==> src/rtl/tx_frame_pkg.sv <==
// Shared word-format definitions for the TX stream arbiter: type codes, the
// arbiter state encoding and the 40-bit TX word layout.
package tx_frame_pkg;

    localparam int WORD_W    = 40;
    localparam int PAYLOAD_W = 32;
    localparam int TYPE_MSB  = 39;
    localparam int TYPE_LSB  = 32;

    localparam logic [3:0] HDR_CODE_DEF  = 4'hD;
    localparam logic [3:0] DATA_CODE_DEF = 4'hE;
    localparam logic [3:0] TAIL_CODE_DEF = 4'hF;

    typedef enum logic [1:0] {
        IDLE = 2'd0,
        DATA = 2'd1,
        TAIL = 2'd2
    } tx_state_t;

    // Type byte is {code, channel}; it sits above the 32-bit payload.
    function automatic logic [WORD_W-1:0] make_word(
        input logic [3:0]           code,
        input logic [3:0]           chan,
        input logic [PAYLOAD_W-1:0] payload
    );
        logic [WORD_W-1:0] w;
        w = '0;
        w[TYPE_MSB:TYPE_LSB] = {code, chan};
        w[PAYLOAD_W-1:0]     = payload;
        return w;
    endfunction

endpackage

==> src/rtl/sync_fifo_small.sv <==
// Small synchronous FIFO with show-ahead read data; buffers controller words.
// Pointers carry one extra wrap bit so full and empty are told apart.
module sync_fifo_small #(
    parameter int DEPTH = 4,
    parameter int WIDTH = 40
) (
    input  logic             clk,
    input  logic             rst_n,
    input  logic             wr_en,
    input  logic [WIDTH-1:0] wr_data,
    input  logic             rd_en,
    output logic [WIDTH-1:0] rd_data,
    output logic             full,
    output logic             empty
);

    localparam int AW = $clog2(DEPTH);
    localparam logic [AW:0] PTR_ONE = {{AW{1'b0}}, 1'b1};

    logic [WIDTH-1:0] mem [DEPTH];
    logic [AW:0]      wr_ptr;
    logic [AW:0]      rd_ptr;
    logic             do_wr;
    logic             do_rd;

    assign do_wr = wr_en & ~full;
    assign do_rd = rd_en & ~empty;

    always_ff @(posedge clk or negedge rst_n) begin
        if (!rst_n) begin
            wr_ptr <= '0;
            rd_ptr <= '0;
        end else begin
            if (do_wr) wr_ptr <= wr_ptr + PTR_ONE;
            if (do_rd) rd_ptr <= rd_ptr + PTR_ONE;
        end
    end

    always_ff @(posedge clk) begin
        if (do_wr) mem[wr_ptr[AW-1:0]] <= wr_data;
    end

    assign empty   = (wr_ptr == rd_ptr);
    assign full    = (wr_ptr[AW] != rd_ptr[AW]) && (wr_ptr[AW-1:0] == rd_ptr[AW-1:0]);
    assign rd_data = mem[rd_ptr[AW-1:0]];

endmodule

==> src/rtl/tx_stream_arbiter.sv <==
// Merges buffered controller words and framed Data_Block streams into one
// 40-bit TX FIFO write stream; controller words never land inside a stream.
module tx_stream_arbiter
    import tx_frame_pkg::*;
#(
    parameter int         CTRL_DEPTH = 4,
    parameter logic [3:0] HDR_CODE   = HDR_CODE_DEF,
    parameter logic [3:0] DATA_CODE  = DATA_CODE_DEF,
    parameter logic [3:0] TAIL_CODE  = TAIL_CODE_DEF
) (
    input  logic              Clock,
    input  logic              Reset_N,
    input  logic [WORD_W-1:0] Ctrl_Write_Data,
    input  logic              Ctrl_Write_Enable,
    output logic              Ctrl_Full,
    output logic              Ctrl_Overflow,
    input  logic              Communication_Data_Req,
    input  logic              Communication_Data_Enable,
    input  logic [31:0]       Communication_Data_Frame,
    output logic              Communication_Data_Full,
    input  logic [3:0]        Number_Communication,
    output logic [WORD_W-1:0] TX_FIFO_Data,
    output logic              TX_FIFO_WE,
    input  logic              TX_FIFO_FULL,
    output logic              Stream_Active,
    output logic [1:0]        State_Debug
);

    // Handshakes: a transfer happens on a rising edge where the producer's
    // valid (Enable / out_valid / Ctrl_Write_Enable) is high and the
    // consumer's full flag is low; data must be stable while valid waits.

    tx_state_t         state;
    logic              out_valid;
    logic [WORD_W-1:0] out_word;
    logic [31:0]       word_count;
    logic              overflow_q;

    logic              consume;
    logic              load_ok;
    logic              ctrl_full;
    logic              ctrl_empty;
    logic              ctrl_push;
    logic              ctrl_pop;
    logic [WORD_W-1:0] ctrl_rd_data;
    logic              stream_accept;

    assign consume  = out_valid & ~TX_FIFO_FULL;
    assign load_ok  = ~out_valid | consume;

    assign ctrl_push = Ctrl_Write_Enable & ~ctrl_full;
    // Pending stream requests win over queued controller words.
    assign ctrl_pop  = (state == IDLE) & load_ok & ~Communication_Data_Req & ~ctrl_empty;

    assign Communication_Data_Full = (state == DATA) ? (out_valid & TX_FIFO_FULL) : 1'b1;
    assign stream_accept = (state == DATA) & Communication_Data_Enable & ~Communication_Data_Full;

    sync_fifo_small #(
        .DEPTH (CTRL_DEPTH),
        .WIDTH (WORD_W)
    ) u_ctrl_fifo (
        .clk     (Clock),
        .rst_n   (Reset_N),
        .wr_en   (ctrl_push),
        .wr_data (Ctrl_Write_Data),
        .rd_en   (ctrl_pop),
        .rd_data (ctrl_rd_data),
        .full    (ctrl_full),
        .empty   (ctrl_empty)
    );

    always_ff @(posedge Clock or negedge Reset_N) begin
        if (!Reset_N) begin
            overflow_q <= 1'b0;
        end else if (Ctrl_Write_Enable && ctrl_full) begin
            overflow_q <= 1'b1;
        end
    end

    always_ff @(posedge Clock or negedge Reset_N) begin
        if (!Reset_N) begin
            state      <= IDLE;
            out_valid  <= 1'b0;
            out_word   <= '0;
            word_count <= '0;
        end else begin
            // Any load below overrides this drop of a consumed word.
            if (consume) out_valid <= 1'b0;
            case (state)
                IDLE: begin
                    if (Communication_Data_Req && load_ok) begin
                        out_valid  <= 1'b1;
                        out_word   <= make_word(HDR_CODE, Number_Communication, 32'h0);
                        word_count <= '0;
                        state      <= DATA;
                    end else if (ctrl_pop) begin
                        out_valid <= 1'b1;
                        out_word  <= ctrl_rd_data;
                    end
                end
                DATA: begin
                    if (stream_accept) begin
                        out_valid <= 1'b1;
                        out_word  <= make_word(DATA_CODE, Number_Communication,
                                               Communication_Data_Frame);
                        if (word_count != 32'hFFFF_FFFF) word_count <= word_count + 32'd1;
                    end
                    if (!Communication_Data_Req) state <= TAIL;
                end
                TAIL: begin
                    if (load_ok) begin
                        out_valid <= 1'b1;
                        out_word  <= make_word(TAIL_CODE, Number_Communication, word_count);
                        state     <= IDLE;
                    end
                end
                default: state <= IDLE;
            endcase
        end
    end

    assign TX_FIFO_WE    = consume;
    assign TX_FIFO_Data  = out_word;
    assign Ctrl_Full     = ctrl_full;
    assign Ctrl_Overflow = overflow_q;
    assign Stream_Active = (state != IDLE);
    assign State_Debug   = state;

endmodule
==> config.mk <==
export PLATFORM = sky130hd
export DESIGN_NAME = tx_stream_arbiter
export DESIGN_NICKNAME = d
export VERILOG_FILES = /design/src/rtl/tx_frame_pkg.sv /design/src/rtl/sync_fifo_small.sv /design/src/rtl/tx_stream_arbiter.sv
export SDC_FILE = /design/constraint.sdc
export NUM_CORES = 1
export LEC_CHECK = 0
export BUFFER_PORTS_ARGS = -buffer_cell sky130_fd_sc_hd__buf_2
export CAP_MARGIN = 20
export CORE_MARGIN = 2
export CORE_UTILIZATION = 40
export CTS_CLUSTER_DIAMETER = 30
export DETAILED_ROUTE_END_ITERATION = 6
export GPL_TIMING_DRIVEN = 0
export MAX_ROUTING_LAYER = met4
export REMOVE_ABC_BUFFERS = 1
export SLEW_MARGIN = 20
export SYNTH_ARGS = -nofsm -noshare
export SYNTH_HDL_FRONTEND = slang
export SYNTH_HIERARCHICAL = 1
export SYNTH_SLANG_ARGS = --single-unit
==> constraint.sdc <==
create_clock -name Clock -period 4.8 [get_ports Clock]
set_input_delay 0 -clock Clock [delete_from_list [all_inputs] [get_ports Clock]]
set_output_delay 0 -clock Clock [all_outputs]
set_load 0.03 [all_outputs]
==> results.toml, run 1 <==
[run_status]
run_status = "finished, final reports clean"

[sta]
finalHoldWorstSlack_ns = 0.0111
rsz_0062_raised_after_global_routing = "no"
final.period_utilization = 0.739
hold_viol_final = 0
drv_slew = 0
worst_slew_margin_rel = 0.328
clock-skew-final_ns = 0.00997
endpoints_failing_setup = 0
worst-slew-pin-transition_ns = 1.01
shortest_clock_period_the_worst_path_allows_after_layout_ns = 3.55
setup_slack_ns = 1.25
setup_total_negative_slack_ns = 0
f_max_ghz = 0.282

[synthesis]
muxShareOfSynthArea = 0.0950
post_synth.cell_area_avg_um2 = 14.9
largest_family_of_logic_cells_by_synthesized_area = "compound AO/OA/AOI/OAI gates"
adder_cell_share_of_the_synthesized_area = 0.0155
synth-edff-count = 160
synth-seq-area-share = 0.654
async_flop_share = 0.339
synthCells = 702
synth-simple-area-share = 0.0809
synthDistinctLibCells = 63
synthXorXnorAreaFrac = 0.00967
synth-compound-area-share = 0.118
synth_seq_cells = 242
synth-warning-count = 6
yosys_most_used_dff = "sky130_fd_sc_hd__edfxtp_1"
netlist_area_um2 = 10500

[drt]
drt_first_pass_iters = 5
route.vias.total = 7134
via_per_inst = 5.48
route.antenna.remaining_nets = 0
detail_route.wirelength_um = 25700
post-route-drc-count = 0
routedWlPerCell_um = 19.7
drtIter0Drc = 611

[final_layout]
fin_nets = 1021
synthesis_to_layout_area_growth_pct = 36.5
antenna_diode_count = 0
final_core_util = 0.552
post_route_cells_drive_above_1_share = 0.305
fillCellCount = 2111

[setup_path]
reg2reg_from = "State_Debug[1]$_DFFE_PN0P_"
required_ns = 5.25
critical_path.cell_chain = "inv_1 -> ha_1 -> mux2i_1 -> or4b_1 -> nor4_1 -> a21oi_1 -> a31oi_1"
crit_path_start_kind = "flop"
worstRegToRegCells = 7
cpPeakStageDelay_ns = 0.98
critPathArrivalTime_ns = 4.00
crit_cells = 7
worst_path_max_delay_cell = "sky130_fd_sc_hd__or4b_1"
reg2reg_setup_slack_ns = 1.25
cp_top_family = "simple AND/OR/NAND/NOR gates"
worst-setup-path-type = "reg2reg"
regToRegEndpoint = "word_count[18]$_DFFE_PN0P_"
critPathMaxFanout = 26
worst-path-buf-inv = 1
crit_path_end_kind = "flop"

[global_route]
number_of_antenna_violations_at_the_first_check_in_global_routing = 0
grt_start_max_net_pins = 70
via_count_of_the_first_global_routing_pass = 7393
grt_first_pass_wirelength_um = 40600
gr-usage-met1 = 0.256
grt_use_met2 = 0.302
grt_most_used_layer = "met2"
grt.total_usage = 0.191
grt_overflow = 0
gr_layer_usage_met3 = 0.0348

[placed_design]
dp_worst_setup_slack_ns = 1.36
io_buffer_count = 128
dpl.hpwl_um = 15600
gp_routability_congestion = 0.809

[floorplanning]
floorplan.io_pins = 129
floorplan.die_area_um2 = 27500
die_y_um = 166
placeable_core_area_um2 = 25900
die_w_um = 166
row_count = 59
start_util = 0.405

[power]
vdd.ir_drop.worst_uv = 557
leakage_power_of_the_design_nw = 5.44
pnr_total_power_mw = 9.85
powerDensity_nw_per_um2 = 689

[clock_tree]
cts_root_buf = "sky130_fd_sc_hd__clkbuf_16"
number_of_buffers_created_by_cts = 51
clockBufferDepth = 3
cts.reportedPaths.clkPinSlew_ns = 0.05
htree_levels = 2
worst_skew_pair.late_latency_ns = 0.54
total_setup_buffers_inserted_after_cts = 0
clock-sinks = 242
tritoncts_clock_tree = "done"

[flow_run]
max_cap_viol_count = 0

[hold_path]
min_path_type = "in2async"
[layout make-up]
class                           count  area, um^2  share of cell area
Tap cell                          335         419              0.0293
Timing Repair Buffer              219        1690               0.118
Clock inverter                     33         508              0.0355
Inverter                           12        45.0             0.00315
Clock buffer                       62        1390              0.0971
Multi-Input combinational cell    400        3390               0.237
Sequential cell                   242        6860               0.480
[worst register-to-register path: stages (launching register included)]
cell,delay [ns]
sky130_fd_sc_hd__dfrtp_1,0.42
sky130_fd_sc_hd__inv_1,0.17
sky130_fd_sc_hd__ha_1,0.85
sky130_fd_sc_hd__mux2i_1,0.31
sky130_fd_sc_hd__or4b_1,0.98
sky130_fd_sc_hd__nor4_1,0.45
sky130_fd_sc_hd__a21oi_1,0.11
sky130_fd_sc_hd__a31oi_1,0.17
[routing by layer]
layer | part of all wire | vias to the layer above
met4 | 0.020 | 0
met3 | 0.053 | 48
li1 | - | 3320
met2 | 0.48 | 223
met1 | 0.45 | 3543
met5 | 0 | -
[cell families after synthesis]
| logic type | after synthesis |
|---|---|
| flops | 242 |
| mux | 49 |
| compound gates | 167 |
| fa+ha+maj | 13 |
| simple gates | 162 |
| buf+inv | 60 |
| xor+xnor | 9 |
[cells in the final DEF (no fill, tap or decap), drive strengths merged, types with 7 or more instances in the layout]
cell type,instances
o21ai,46
dlygate4sd3,82
nand3,18
bufinv,12
edfxtp,160
ha,13
nor4,8
inv,15
and2,7
a222oi,32
mux4,40
a21oi,19
nor2,12
o31ai,11
clkinvlp,9
o311ai,18
and3,10
nand4,9
dfrtp,82
clkbuf,62
nand2,73
clkinv,9
buf,137
o41ai,12
a31oi,11
[power by group]
group	switching, mW	internal [mW]
combinational	1.75	1.17
clock	1.13	2.70
sequential	0.303	2.80
total	3.19	6.66
[flip-flops by register name, indices dropped and copies added, names as in the netlist]
signal and flops:
State_Debug 2, TX_FIFO_Data 40, word_count 32, Ctrl_Overflow 1, out_valid 1, u_ctrl_fifo/rd_ptr 3, u_ctrl_fifo/mem 160, u_ctrl_fifo/wr_ptr 3
[how the worst max path moves through the flow]
stage                                      startpoint                          endpoint  slack (ns)
floorplan           u_ctrl_fifo/rd_ptr[0]$_DFFE_PN0P_   u_ctrl_fifo/mem[0][0]$_DFFE_PP_        0.44
global placement    u_ctrl_fifo/rd_ptr[0]$_DFFE_PN0P_  u_ctrl_fifo/mem[1][16]$_DFFE_PP_       -1.43
detailed placement         State_Debug[1]$_DFFE_PN0P_        word_count[29]$_DFFE_PN0P_        1.36
CTS                        State_Debug[1]$_DFFE_PN0P_        word_count[18]$_DFFE_PN0P_        1.23
global route               State_Debug[1]$_DFFE_PN0P_        word_count[18]$_DFFE_PN0P_        0.92
finish                     State_Debug[1]$_DFFE_PN0P_        word_count[18]$_DFFE_PN0P_        1.25
[Yosys cell counts (5+ instances only)]
library cell | instances | share of area
sky130_fd_sc_hd__a222oi_1 | 32 | 0.031
sky130_fd_sc_hd__dfrtp_1 | 82 | 0.20
sky130_fd_sc_hd__a21oi_1 | 19 | 0.0091
sky130_fd_sc_hd__inv_1 | 12 | 0.0043
sky130_fd_sc_hd__nand2_1 | 73 | 0.026
sky130_fd_sc_hd__clkbuf_1 | 25 | 0.0090
sky130_fd_sc_hd__nor2b_1 | 5 | 0.0030
sky130_fd_sc_hd__o41ai_1 | 12 | 0.010
sky130_fd_sc_hd__buf_2 | 12 | 0.0057
sky130_fd_sc_hd__nor4_1 | 6 | 0.0036
sky130_fd_sc_hd__o21ai_0 | 46 | 0.022
sky130_fd_sc_hd__o311ai_1 | 6 | 0.0050
sky130_fd_sc_hd__and3_1 | 10 | 0.0060
sky130_fd_sc_hd__nand4_1 | 7 | 0.0042
sky130_fd_sc_hd__mux2i_1 | 5 | 0.0048
sky130_fd_sc_hd__nor2_1 | 12 | 0.0043
sky130_fd_sc_hd__o311ai_0 | 12 | 0.010
sky130_fd_sc_hd__mux4_2 | 40 | 0.086
sky130_fd_sc_hd__edfxtp_1 | 160 | 0.46
sky130_fd_sc_hd__o211ai_1 | 5 | 0.0036
sky130_fd_sc_hd__ha_1 | 13 | 0.016
sky130_fd_sc_hd__o31ai_1 | 9 | 0.0064
sky130_fd_sc_hd__and4_1 | 6 | 0.0050
sky130_fd_sc_hd__a31oi_1 | 10 | 0.0060
sky130_fd_sc_hd__and2_1 | 6 | 0.0036
sky130_fd_sc_hd__nand3_1 | 15 | 0.0072
[through the flow]
step	cells	cell area [um^2]
floorplan	654	10300
global placement	1117	11300
detailed placement	1126	11600
CTS	1303	14300
global route	1303	14300
finish	1303	14300
[what timing repair did]
action | 4_1_cts | 5_1_grt
gates resized for setup | 0 | 0
hold buffers | 82 | 0
hold endpoints to repair | 282 | 0
No activity file was read; power rests on OpenSTA's default activity.
==> run 2: changes to the inputs <==
clock period = 2.9 ns   (was 4.8 ns; I/O delays follow)
==> run 2 against run 1 <==
Hold slack worse by 0.0037 ns. Sequential cell count unchanged. Via count rose by 0.74%. Non-clock buffer count rose by 4. Core utilization grew 0.32 points.
==> results.toml, run 2 (synthesized netlist as in run 1, its figures left out) <==
[setup_path]
worst-setup-path-type = "reg2reg"
worst_path_max_delay_cell = "sky130_fd_sc_hd__and3_4"
critical_path.cell_chain = "xnor2_1 -> nand3_2 -> inv_1 -> nor2b_2 -> and3_4"
worst-path-buf-inv = 1
critPathMaxFanout = 40
cp_top_family = "simple AND/OR/NAND/NOR gates"
required_ns = 3.06
crit_path_end_kind = "flop"
cpPeakStageDelay_ns = 0.74
crit_path_start_kind = "flop"
reg2reg_setup_slack_ns = 0.19
critPathArrivalTime_ns = 2.87

[sta]
clock-skew-final_ns = 0.0103
rsz_0062_raised_after_global_routing = "no"
shortest_clock_period_the_worst_path_allows_after_layout_ns = 2.71
drv_slew = 0
finalHoldWorstSlack_ns = 0.00744
worst_slew_margin_rel = 0.476
f_max_ghz = 0.369
endpoints_failing_setup = 0
hold_viol_final = 0
worst-slew-pin-transition_ns = 0.786
final.period_utilization = 0.935
setup_slack_ns = 0.190

[placed_design]
dp_worst_setup_slack_ns = -0.538
io_buffer_count = 128
dpl.hpwl_um = 15600
postPlaceCellArea_um2 = 11600
gp_routability_congestion = 0.809

[floorplanning]
placeable_core_area_um2 = 25900
die_y_um = 166
floorplan.io_pins = 129
die_w_um = 166
start_util = 0.405
row_count = 59
floorplan.die_area_um2 = 27500

[flow_run]
max_cap_viol_count = 0

[final_layout]
post_route_cells_drive_above_1_share = 0.313
mostFrequentLayoutCell = "sky130_fd_sc_hd__edfxtp_1"
fin_nets = 1025
antenna_diode_count = 0
largest_register_ffs = 160
mostFrequentLayoutCells = "sky130_fd_sc_hd__edfxtp_1 (160), sky130_fd_sc_hd__buf_2 (127), sky130_fd_sc_hd__dlygate4sd3_1 (82)"
synthesis_to_layout_area_growth_pct = 37.3
finalInstanceArea_um2 = 14400

[clock_tree]
cts.reportedPaths.clkPinSlew_ns = 0.05
clockBufferDepth = 3
worst_skew_pair.late_latency_ns = 0.54
number_of_buffers_created_by_cts = 51
clock-sinks = 242
tritoncts_clock_tree = "done"
htree_levels = 2
cts_root_buf = "sky130_fd_sc_hd__clkbuf_16"

[run_status]
run_status = "finished, final reports clean"

[global_route]
number_of_antenna_violations_at_the_first_check_in_global_routing = 0
grt.total_usage = 0.194
via_count_of_the_first_global_routing_pass = 7404
grt_overflow = 0
grt_first_pass_wirelength_um = 41000
grt_start_max_net_pins = 70

[drt]
routedWlPerCell_um = 20.0
drtIter0Drc = 597
route.vias.total = 7187
post-route-drc-count = 0
via_per_inst = 5.50
detail_route.wirelength_um = 26100
drt_first_pass_iters = 7
route.antenna.remaining_nets = 0

[power]
leakage_power_of_the_design_nw = 5.47
powerDensity_nw_per_um2 = 1140
vdd.ir_drop.worst_uv = 925

[hold_path]
min_path_type = "in2async"
==> run 2: layout make-up <==
cell class              count  area [um^2]
repair buffers            223         1740
fillers                  2104        11500
inverters                  12         45.0
flip-flops and latches    242         6860
multi-input cells         400         3420
clock buffers              62         1390
clock inverters            33          508
well taps                 335          419
==> run 2: through the flow <==
stage	setup TNS, ns	util	std cells	total power [mW]
after detailed placement	-57.90	0.447	1126	9.95
after global routing	0	0.555	1307	17.2
after CTS	0	0.555	1307	16.5
after global placement	-681.43	0.437	1117	9.66
after floorplan	-281.20	-	654	8.24
final	0	0.555	1307	16.4
==> run 2: worst paths after layout <==
kind                       cells past startpoint                               from                                to
hold / removal                                 3                            Reset_N         Ctrl_Overflow$_DFFE_PN0P_
setup / recovery                               5  u_ctrl_fifo/rd_ptr[1]$_DFFE_PN0P_  u_ctrl_fifo/mem[2][31]$_DFFE_PP_
min in group Clock                             2                Ctrl_Write_Data[37]  u_ctrl_fifo/mem[2][37]$_DFFE_PP_
hold reg to reg                                1          Ctrl_Overflow$_DFFE_PN0P_         Ctrl_Overflow$_DFFE_PN0P_
max in group asynchronous                      3                            Reset_N      TX_FIFO_Data[31]$_DFFE_PN0P_
setup reg to reg                               5  u_ctrl_fifo/rd_ptr[1]$_DFFE_PN0P_  u_ctrl_fifo/mem[2][31]$_DFFE_PP_
==> run 2: layer usage <==
metal,track usage,wire (um)
met3,0.0348,1510
met1,0.263,11600
met2,0.304,12400
met5,-,0
met4,0.0541,503
==> run 2: repair_timing <==
action | in CTS | in global routing
pin swaps | 2 | 1
setup buffers | 4 | 0
setup endpoints to repair | 194 | 25
hold buffers | 82 | 0
resized for setup | 3 | 3
hold endpoints to repair | 282 | 0
==> run 2: tightest hold or removal path, cell delays in order <==
cell and delay [ns]:
sky130_fd_sc_hd__dlygate4sd3_1 0.54, sky130_fd_sc_hd__buf_6 0.11, sky130_fd_sc_hd__buf_16 0.30
==> run 2: power by group <==
group          total (mW)  internal, mW  switching [mW]  leakage, nW
Clock                6.34          4.47            1.87        0.897
Sequential           5.11          4.63           0.481         2.53
Combinational        4.95          1.98            2.97         2.04
